<file path="src/rtl/student_or_pkg.sv">
// Shared types and sizing helpers for the pipelined OR reduction tree.
package student_or_pkg;

   localparam int unsigned DEFAULT_WIDTH = 8;

   // Smallest r with 2^r >= v (v >= 2 in practice).
   function automatic int unsigned clog2(input int unsigned v);
      int unsigned r;
      r = 0;
      for (int unsigned i = 0; i < 32; i++) begin
         if ((64'd1 << i) < 64'(v)) r = i + 1;
      end
      return r;
   endfunction

   // Tree input width after zero-padding to a power of two.
   function automatic int unsigned pad_width(input int unsigned w);
      return 32'd1 << clog2(w);
   endfunction

   localparam int unsigned DEFAULT_PAD_W = pad_width(DEFAULT_WIDTH);

   // Per-beat sideband carried alongside the data through every tree level.
   typedef struct packed {
      logic valid;
      logic last;
      logic acc;
   } sb_t;

endpackage

</file>
<file path="src/rtl/nand_gate.sv">
// Two-input NAND primitive.
module nand_gate (
   input  logic a_i,
   input  logic b_i,
   output logic y_o
);

   assign y_o = ~(a_i & b_i);

endmodule

</file>
<file path="src/rtl/student_or.sv">
// Two-input OR cell built from NAND primitives: a|b = nand(nand(a,a), nand(b,b)).
module student_or (
   input  logic a_i,
   input  logic b_i,
   output logic y_o
);

   logic na;
   logic nb;

   nand_gate u_inv_a (.a_i(a_i), .b_i(a_i), .y_o(na));
   nand_gate u_inv_b (.a_i(b_i), .b_i(b_i), .y_o(nb));
   nand_gate u_out   (.a_i(na),  .b_i(nb),  .y_o(y_o));

endmodule

</file>
<file path="src/rtl/student_or_level.sv">
// One registered tree level: N inputs ORed pairwise into N/2 outputs,
// sideband registered alongside, everything held while en_i is low.
module student_or_level
   import student_or_pkg::*;
#(
   parameter int unsigned N = 8
) (
   input  logic           clk_i,
   input  logic           rst_ni,
   input  logic           en_i,
   input  logic [N-1:0]   data_i,
   input  sb_t            sb_i,
   output logic [N/2-1:0] data_o,
   output sb_t            sb_o
);

   logic [N/2-1:0] pair_or;
   logic [N/2-1:0] data_q, data_d;
   sb_t            sb_q, sb_d;

   for (genvar i = 0; i < N / 2; i++) begin : g_pair
      student_or u_or (
         .a_i (data_i[2*i]),
         .b_i (data_i[2*i+1]),
         .y_o (pair_or[i])
      );
   end

   // Capture the pairwise ORs and sideband only when the pipeline advances.
   always_comb begin
      data_d = data_q;
      sb_d   = sb_q;
      if (en_i) begin
         data_d = pair_or;
         sb_d   = sb_i;
      end
   end

   // Level register with synchronous active-low reset.
   always_ff @(posedge clk_i) begin
      if (!rst_ni) begin
         data_q <= '0;
         sb_q   <= '0;
      end else begin
         data_q <= data_d;
         sb_q   <= sb_d;
      end
   end

   assign data_o = data_q;
   assign sb_o   = sb_q;

endmodule

</file>
<file path="src/rtl/student_or_tree_acc.sv">
// Pipelined WIDTH-way OR reducer with valid/ready streaming and optional
// multi-beat packet accumulation. Optional out_first port enabled by
// defining STUDENT_OR_FIRST_IDX_EN.
module student_or_tree_acc
   import student_or_pkg::*;
#(
   parameter int unsigned WIDTH = 8,
   parameter int unsigned CNT_W = 4
) (
   input  logic             clk,
   input  logic             rst_n,
   input  logic [WIDTH-1:0] in_data,
   input  logic             in_valid,
   input  logic             in_last,
   input  logic             in_acc,
   output logic             in_ready,
   output logic             out_hit,
   output logic [CNT_W-1:0] out_beats,
   output logic             out_valid,
`ifdef STUDENT_OR_FIRST_IDX_EN
   output logic [CNT_W-1:0] out_first,
`endif
   input  logic             out_ready
);

   localparam int unsigned LEVELS = clog2(WIDTH);
   localparam int unsigned PAD_W  = pad_width(WIDTH);
   localparam int unsigned NODES  = 2 * PAD_W - 1;

   // All tree levels packed into one vector: level k occupies
   // [2*PAD_W - 2*(PAD_W>>k) +: PAD_W>>k]; the final bit is the beat OR.
   logic [NODES-1:0]   node;
   sb_t  [LEVELS:0]    sb;
   logic               adv;
   logic               beat_or;
   sb_t                beat_sb;

   logic               out_valid_q, out_valid_d;
   logic               out_hit_q,   out_hit_d;
   logic [CNT_W-1:0]   out_beats_q, out_beats_d;
   logic               acc_hit_q,   acc_hit_d;
   logic [CNT_W-1:0]   acc_cnt_q,   acc_cnt_d;
   logic               acc_open_q,  acc_open_d;
   logic [CNT_W-1:0]   cnt_base;
   logic [CNT_W-1:0]   cnt_inc;
   logic               hit_base;
`ifdef STUDENT_OR_FIRST_IDX_EN
   logic [CNT_W-1:0]   out_first_q, out_first_d;
   logic [CNT_W-1:0]   acc_first_q, acc_first_d;
   logic [CNT_W-1:0]   first_next;
`endif

   assign adv      = !out_valid_q | out_ready;
   assign in_ready = adv;

   assign node[WIDTH-1:0] = in_data;
   if (PAD_W > WIDTH) begin : g_pad
      assign node[PAD_W-1:WIDTH] = '0;
   end

   assign sb[0] = '{valid: in_valid, last: in_last, acc: in_acc};

   for (genvar k = 0; k < LEVELS; k++) begin : g_level
      localparam int unsigned NI    = PAD_W >> k;
      localparam int unsigned OFF_I = 2 * PAD_W - 2 * NI;
      localparam int unsigned OFF_O = OFF_I + NI;
      student_or_level #(.N(NI)) u_level (
         .clk_i  (clk),
         .rst_ni (rst_n),
         .en_i   (adv),
         .data_i (node[OFF_I +: NI]),
         .sb_i   (sb[k]),
         .data_o (node[OFF_O +: NI/2]),
         .sb_o   (sb[k+1])
      );
   end

   assign beat_or = node[NODES-1];
   assign beat_sb = sb[LEVELS];

   // Running packet state only counts while a packet is open.
   assign cnt_base = acc_open_q ? acc_cnt_q : '0;
   assign hit_base = acc_open_q & acc_hit_q;
   assign cnt_inc  = (cnt_base == '1) ? cnt_base : cnt_base + CNT_W'(1);
`ifdef STUDENT_OR_FIRST_IDX_EN
   assign first_next = hit_base ? acc_first_q : (beat_or ? cnt_base : '0);
`endif

   // Accumulator next state: close on per-beat mode or last beat, else extend packet.
   always_comb begin
      out_valid_d = out_valid_q;
      out_hit_d   = out_hit_q;
      out_beats_d = out_beats_q;
      acc_hit_d   = acc_hit_q;
      acc_cnt_d   = acc_cnt_q;
      acc_open_d  = acc_open_q;
`ifdef STUDENT_OR_FIRST_IDX_EN
      out_first_d = out_first_q;
      acc_first_d = acc_first_q;
`endif
      if (adv) begin
         if (beat_sb.valid) begin
            if (!beat_sb.acc | beat_sb.last) begin
               out_valid_d = 1'b1;
               out_hit_d   = hit_base | beat_or;
               out_beats_d = cnt_inc;
               acc_hit_d   = 1'b0;
               acc_cnt_d   = '0;
               acc_open_d  = 1'b0;
`ifdef STUDENT_OR_FIRST_IDX_EN
               out_first_d = first_next;
               acc_first_d = '0;
`endif
            end else begin
               acc_hit_d   = hit_base | beat_or;
               acc_cnt_d   = cnt_inc;
               acc_open_d  = 1'b1;
`ifdef STUDENT_OR_FIRST_IDX_EN
               acc_first_d = first_next;
`endif
            end
         end else begin
            out_valid_d = 1'b0;
         end
      end
   end

   // Accumulator and output registers with synchronous active-low reset.
   always_ff @(posedge clk) begin
      if (!rst_n) begin
         out_valid_q <= 1'b0;
         out_hit_q   <= 1'b0;
         out_beats_q <= '0;
         acc_hit_q   <= 1'b0;
         acc_cnt_q   <= '0;
         acc_open_q  <= 1'b0;
`ifdef STUDENT_OR_FIRST_IDX_EN
         out_first_q <= '0;
         acc_first_q <= '0;
`endif
      end else begin
         out_valid_q <= out_valid_d;
         out_hit_q   <= out_hit_d;
         out_beats_q <= out_beats_d;
         acc_hit_q   <= acc_hit_d;
         acc_cnt_q   <= acc_cnt_d;
         acc_open_q  <= acc_open_d;
`ifdef STUDENT_OR_FIRST_IDX_EN
         out_first_q <= out_first_d;
         acc_first_q <= acc_first_d;
`endif
      end
   end

   assign out_valid = out_valid_q;
   assign out_hit   = out_hit_q;
   assign out_beats = out_beats_q;
`ifdef STUDENT_OR_FIRST_IDX_EN
   assign out_first = out_first_q;
`endif

endmodule
</file>
<file path="config.mk">
export PLATFORM = sky130hd
export DESIGN_NAME = student_or_tree_acc
export DESIGN_NICKNAME = d
export VERILOG_FILES = /design/src/rtl/student_or_pkg.sv /design/src/rtl/nand_gate.sv /design/src/rtl/student_or.sv /design/src/rtl/student_or_level.sv /design/src/rtl/student_or_tree_acc.sv
export SDC_FILE = /design/constraint.sdc
export NUM_CORES = 1
export LEC_CHECK = 0
export ABC_AREA = 1
export CAP_MARGIN = 20
export CORE_MARGIN = 2
export CORE_UTILIZATION = 57
export CTS_BUF_LIST = sky130_fd_sc_hd__clkbuf_8
export CTS_CLUSTER_SIZE = 25
export DETAILED_ROUTE_END_ITERATION = 10
export PLACE_DENSITY = 0.9
export SYNTH_ARGS = -nofsm -noshare
export SYNTH_HDL_FRONTEND = slang
export SYNTH_SLANG_ARGS = --single-unit
</file>
<file path="constraint.sdc">
create_clock -name clk -period 1.7 [get_ports clk]
set_input_delay 0.34 -clock clk [delete_from_list [all_inputs] [get_ports clk]]
set_output_delay 0.34 -clock clk [all_outputs]
set_load 0.02 [all_outputs]
</file>
==> metrics.md <==
| Metric | Value |
|---|---|
| Status | finished clean |
| Register Area | 560.5 um^2 |
| Wire length per cell | 12.35 um |
| Data required time at the worst endpoint | 1360 ps |
| Adder-cell share of the synthesized area | 0 |
| Final Non-Filler Cells | 189 |
| Core region area | 0.001783 mm^2 |
| Quantity of I/O buffers inserted on ports | 20 |
| Pre-Repair DR Iteration Count | 5 |
| Main area contributors after synthesis | sky130_fd_sc_hd__dfxtp_1, sky130_fd_sc_hd__nand2_1, sky130_fd_sc_hd__o21ai_0 |
| VDD IR-drop max | 882.5 uV |
| Final-report max-slew violation count | 0 |
| Max-Slew Margin vs Limit | 0.7442 |
| Net total in the final layout | 179 |
| Leakage power of the design | 0.5842 nW |
| Worst endpoint data arrival time | 1260 ps |
| Simple logic cell fraction of the synthesized area | 0.3030 |
| Unrepaired setup endpoints after global routing | no |
| Filler instances | 123 |
| Final Cycle Share | 0.9383 |
| CTS tree | done |
| Maximum number of pins on one net before global-route repair | 19 |
| Top Ports | 21 |
| Setup Slack @ Placement | -163.7 ps |
| Portion of synthesized cell area occupied by the leading cell type | 0.5028 |
| Post CTS Setup Buffer Count | 0 |
| Final wirelength | 2.334 mm |
| Total number of H-tree levels | 1 |
| Total number of placement rows | 15 |
| Final worst clock skew | 3.996 ps |
| Number of standard cells after synthesis | 140 |
| Vertical die dimension | 48.23 um |
| Final setup viols | 0 |
| Detailed Route Iter0 Violations | 30 |
| CTS clock-pin slew for the worst setup and hold paths | 90 ps |
| Fraction of layout instances using a drive strength above 1 | 0.1037 |
| Top achievable clock speed | 626.9 MHz |
| Post-Synthesis Cell Area | 0.001115 mm^2 |
| Share of synthesized area spent on multiplexers | 0 |
| Yosys warnings | 0 |
| Placed wire-length estimate | 1.597 mm |
| R2r worst-path depth | 6 |
| Post-detailed-placement cell area | 0.001346 mm^2 |
| Synth Area in XOR/XNOR | 0 |
| Placed cells | 185 |
| Hold buffer count at CTS | 0 |
| Share of synthesized area occupied by flip-flops and latches | 0.5028 |
| Vias per cell | 5.349 |
| Cell count of the worst hold path | 2 |
| Synth Area in Compound Gates | 0.1504 |
| Kind of path behind the tightest hold check | reg -> reg |
| Count of different cell masters after synthesis | 21 |
| Grt total ovfl | 0 |
| Post-route cell area | 0.001419 mm^2 |
| Max-cap check violation count | 0 |
| Transition time at the pin with the least slew margin | 382.8 ps |
| Largest area contributor in the synthesized netlist | sky130_fd_sc_hd__dfxtp_1 |
| Total power divided by cell area | 940.9 mW/mm^2 |
| Drt drc | 0 |
| Hold violation total from the final report | 0 |
| Combinational family with the most area after synthesis | simple AND/OR/NAND/NOR gates |
| Effective utilization at floorplan | 0.6253 |
| Antenna violations before repair | 0 |
| Number of global-route vias before repair | 943 |
| Post-CTS resize count | 1 |
| Maximum fanout encountered on the critical timing path | 2 |
| Global-route wire length before repair | 3.698 mm |
| Final critical delay including setup and external delays | 1595 ps |
| Synth Area per Inst | 7.963 um^2 |
| DRT antenna net count | 0 |
| TritonCTS buffer count | 3 |
| Source-to-sink clock delay at the later pin of the worst-skew pair | 270 ps |
| Width of the die | 48.23 um |
| CTS Sinks | 28 |
| Final RePlAce weighted congestion | 0.8141 |
| Via count | 1011 |
| Setup crit start kind | primary input |
| Antenna fix cells | 0 |
| Global Route Usage Sum | 0.2285 |
| Crit Path Class | in -> out |
| Number of buffers between clock root and the deepest sink | 2 |
| Clock root buffer | sky130_fd_sc_hd__clkbuf_8 |
| Area Overhead vs Synth | 27.27% |
| Nature of the critical path endpoint | primary output |
| Area occupied by multi-input gates | 505.5 um^2 |
| Number of flip-flops and latches in the synthesized netlist | 28 |
| Nets in the synthesized netlist | 154 |
| Final setup margin | 104.9 ps |
| Total Die Area | 0.002326 mm^2 |
[routing by layer]
layer,up-vias,track usage,part of all wire
li1,512,-,-
met1,462,0.2511,0.40
met2,31,0.4105,0.53
met3,6,0.06296,0.046
met4,0,0.09189,0.019
met5,-,0,0
[stage by stage]
| stage | power, mW | hold WS, ps | utilization | TNS, ps |
|---|---|---|---|---|
| 2_1_floorplan | 0.7763 | 428.6 | - | 0 |
| 3_3_place_gp | 0.8264 | 430.1 | 0.7551 | -165.8 |
| 3_5_place_dp | 0.8317 | 441.8 | 0.7551 | -163.7 |
| 4_1_cts | 1.338 | 456.0 | 0.7944 | 0 |
| 5_1_grt | 1.378 | 469.0 | 0.7958 | 0 |
| 6_report | 1.335 | 449.9 | 0.7958 | 0 |
[final timing paths]
kind | slack [ps] | from | to
worst max-delay path | 100 | out_ready | in_ready
worst max register to register | 500 | out_valid | acc_cnt_q[2]
worst min-delay path | 450 | out_hit | out_hit
worst min register to register | 450 | out_hit | out_hit
[area by class of cell]
cell class / count / share of cell area
clock inverter: 1 / 0.02116
timing repair buffer: 23 / 0.1578
multi-input combinational: 102 / 0.3563
tap: 25 / 0.02205
sequential: 28 / 0.3951
inverter: 7 / 0.01852
clock buffer: 3 / 0.02910
[flip-flops by register name, summed over array words and instances (netlist names)]
name and cells:
g_level.u_level.data_o 7, out_beats 4, acc_cnt_q 4, acc_hit_q 1, out_hit 1, acc_open_q 1
out_valid 1, g_level.u_level.sb_o 9
[logic make-up (layout without fill, tap and decap cells)]
kind of cell | count (synthesis) | after routing
AO/OA/AOI/OAI | 32 | 32
buffers and inverters | 10 | 34
AND/OR/NAND/NOR | 70 | 70
flip-flops | 28 | 28
[power breakdown]
group | switching (mW) | internal (mW) | leakage, nW | total, mW
logic | 0.0565 | 0.0587 | 0.319 | 0.115
registers | 0.0176 | 0.685 | 0.230 | 0.702
clock network | 0.202 | 0.315 | 0.0357 | 0.518
total | 0.277 | 1.06 | 0.584 | 1.34
[cell usage in the layout, fill, tap and decap left out, drive strengths merged]
| cell type | instances |
|---|---|
| clkbuf | 3 |
| nor2 | 25 |
| o21bai | 1 |
| dlygate4sd2 | 1 |
| bufinv | 1 |
| a21o | 1 |
| o21ai | 18 |
| nor3 | 5 |
| nand3 | 6 |
| nand2 | 34 |
| clkdlybuf4s50 | 18 |
| dlymetal6s2s | 1 |
| inv | 7 |
| dfxtp | 28 |
| buf | 3 |
| a21oi | 11 |
| o21a | 1 |
[synth_stat cells (all sizes together)]
cell and number:
o21a 1, buf 2, nand3 6, a21oi 11, a21o 1, nor2 25
nand2 34, clkbuf 1, dfxtp 28, o21bai 1, nor3 5, o21ai 18
inv 7
[worst max-delay path: stages]
cell,delay [ps]
sky130_fd_sc_hd__clkdlybuf4s50_1,490
sky130_fd_sc_hd__inv_2,50
sky130_fd_sc_hd__nand2_4,50
sky130_fd_sc_hd__dlygate4sd2_1,330
No activity file was read; power rests on OpenSTA's default activity.
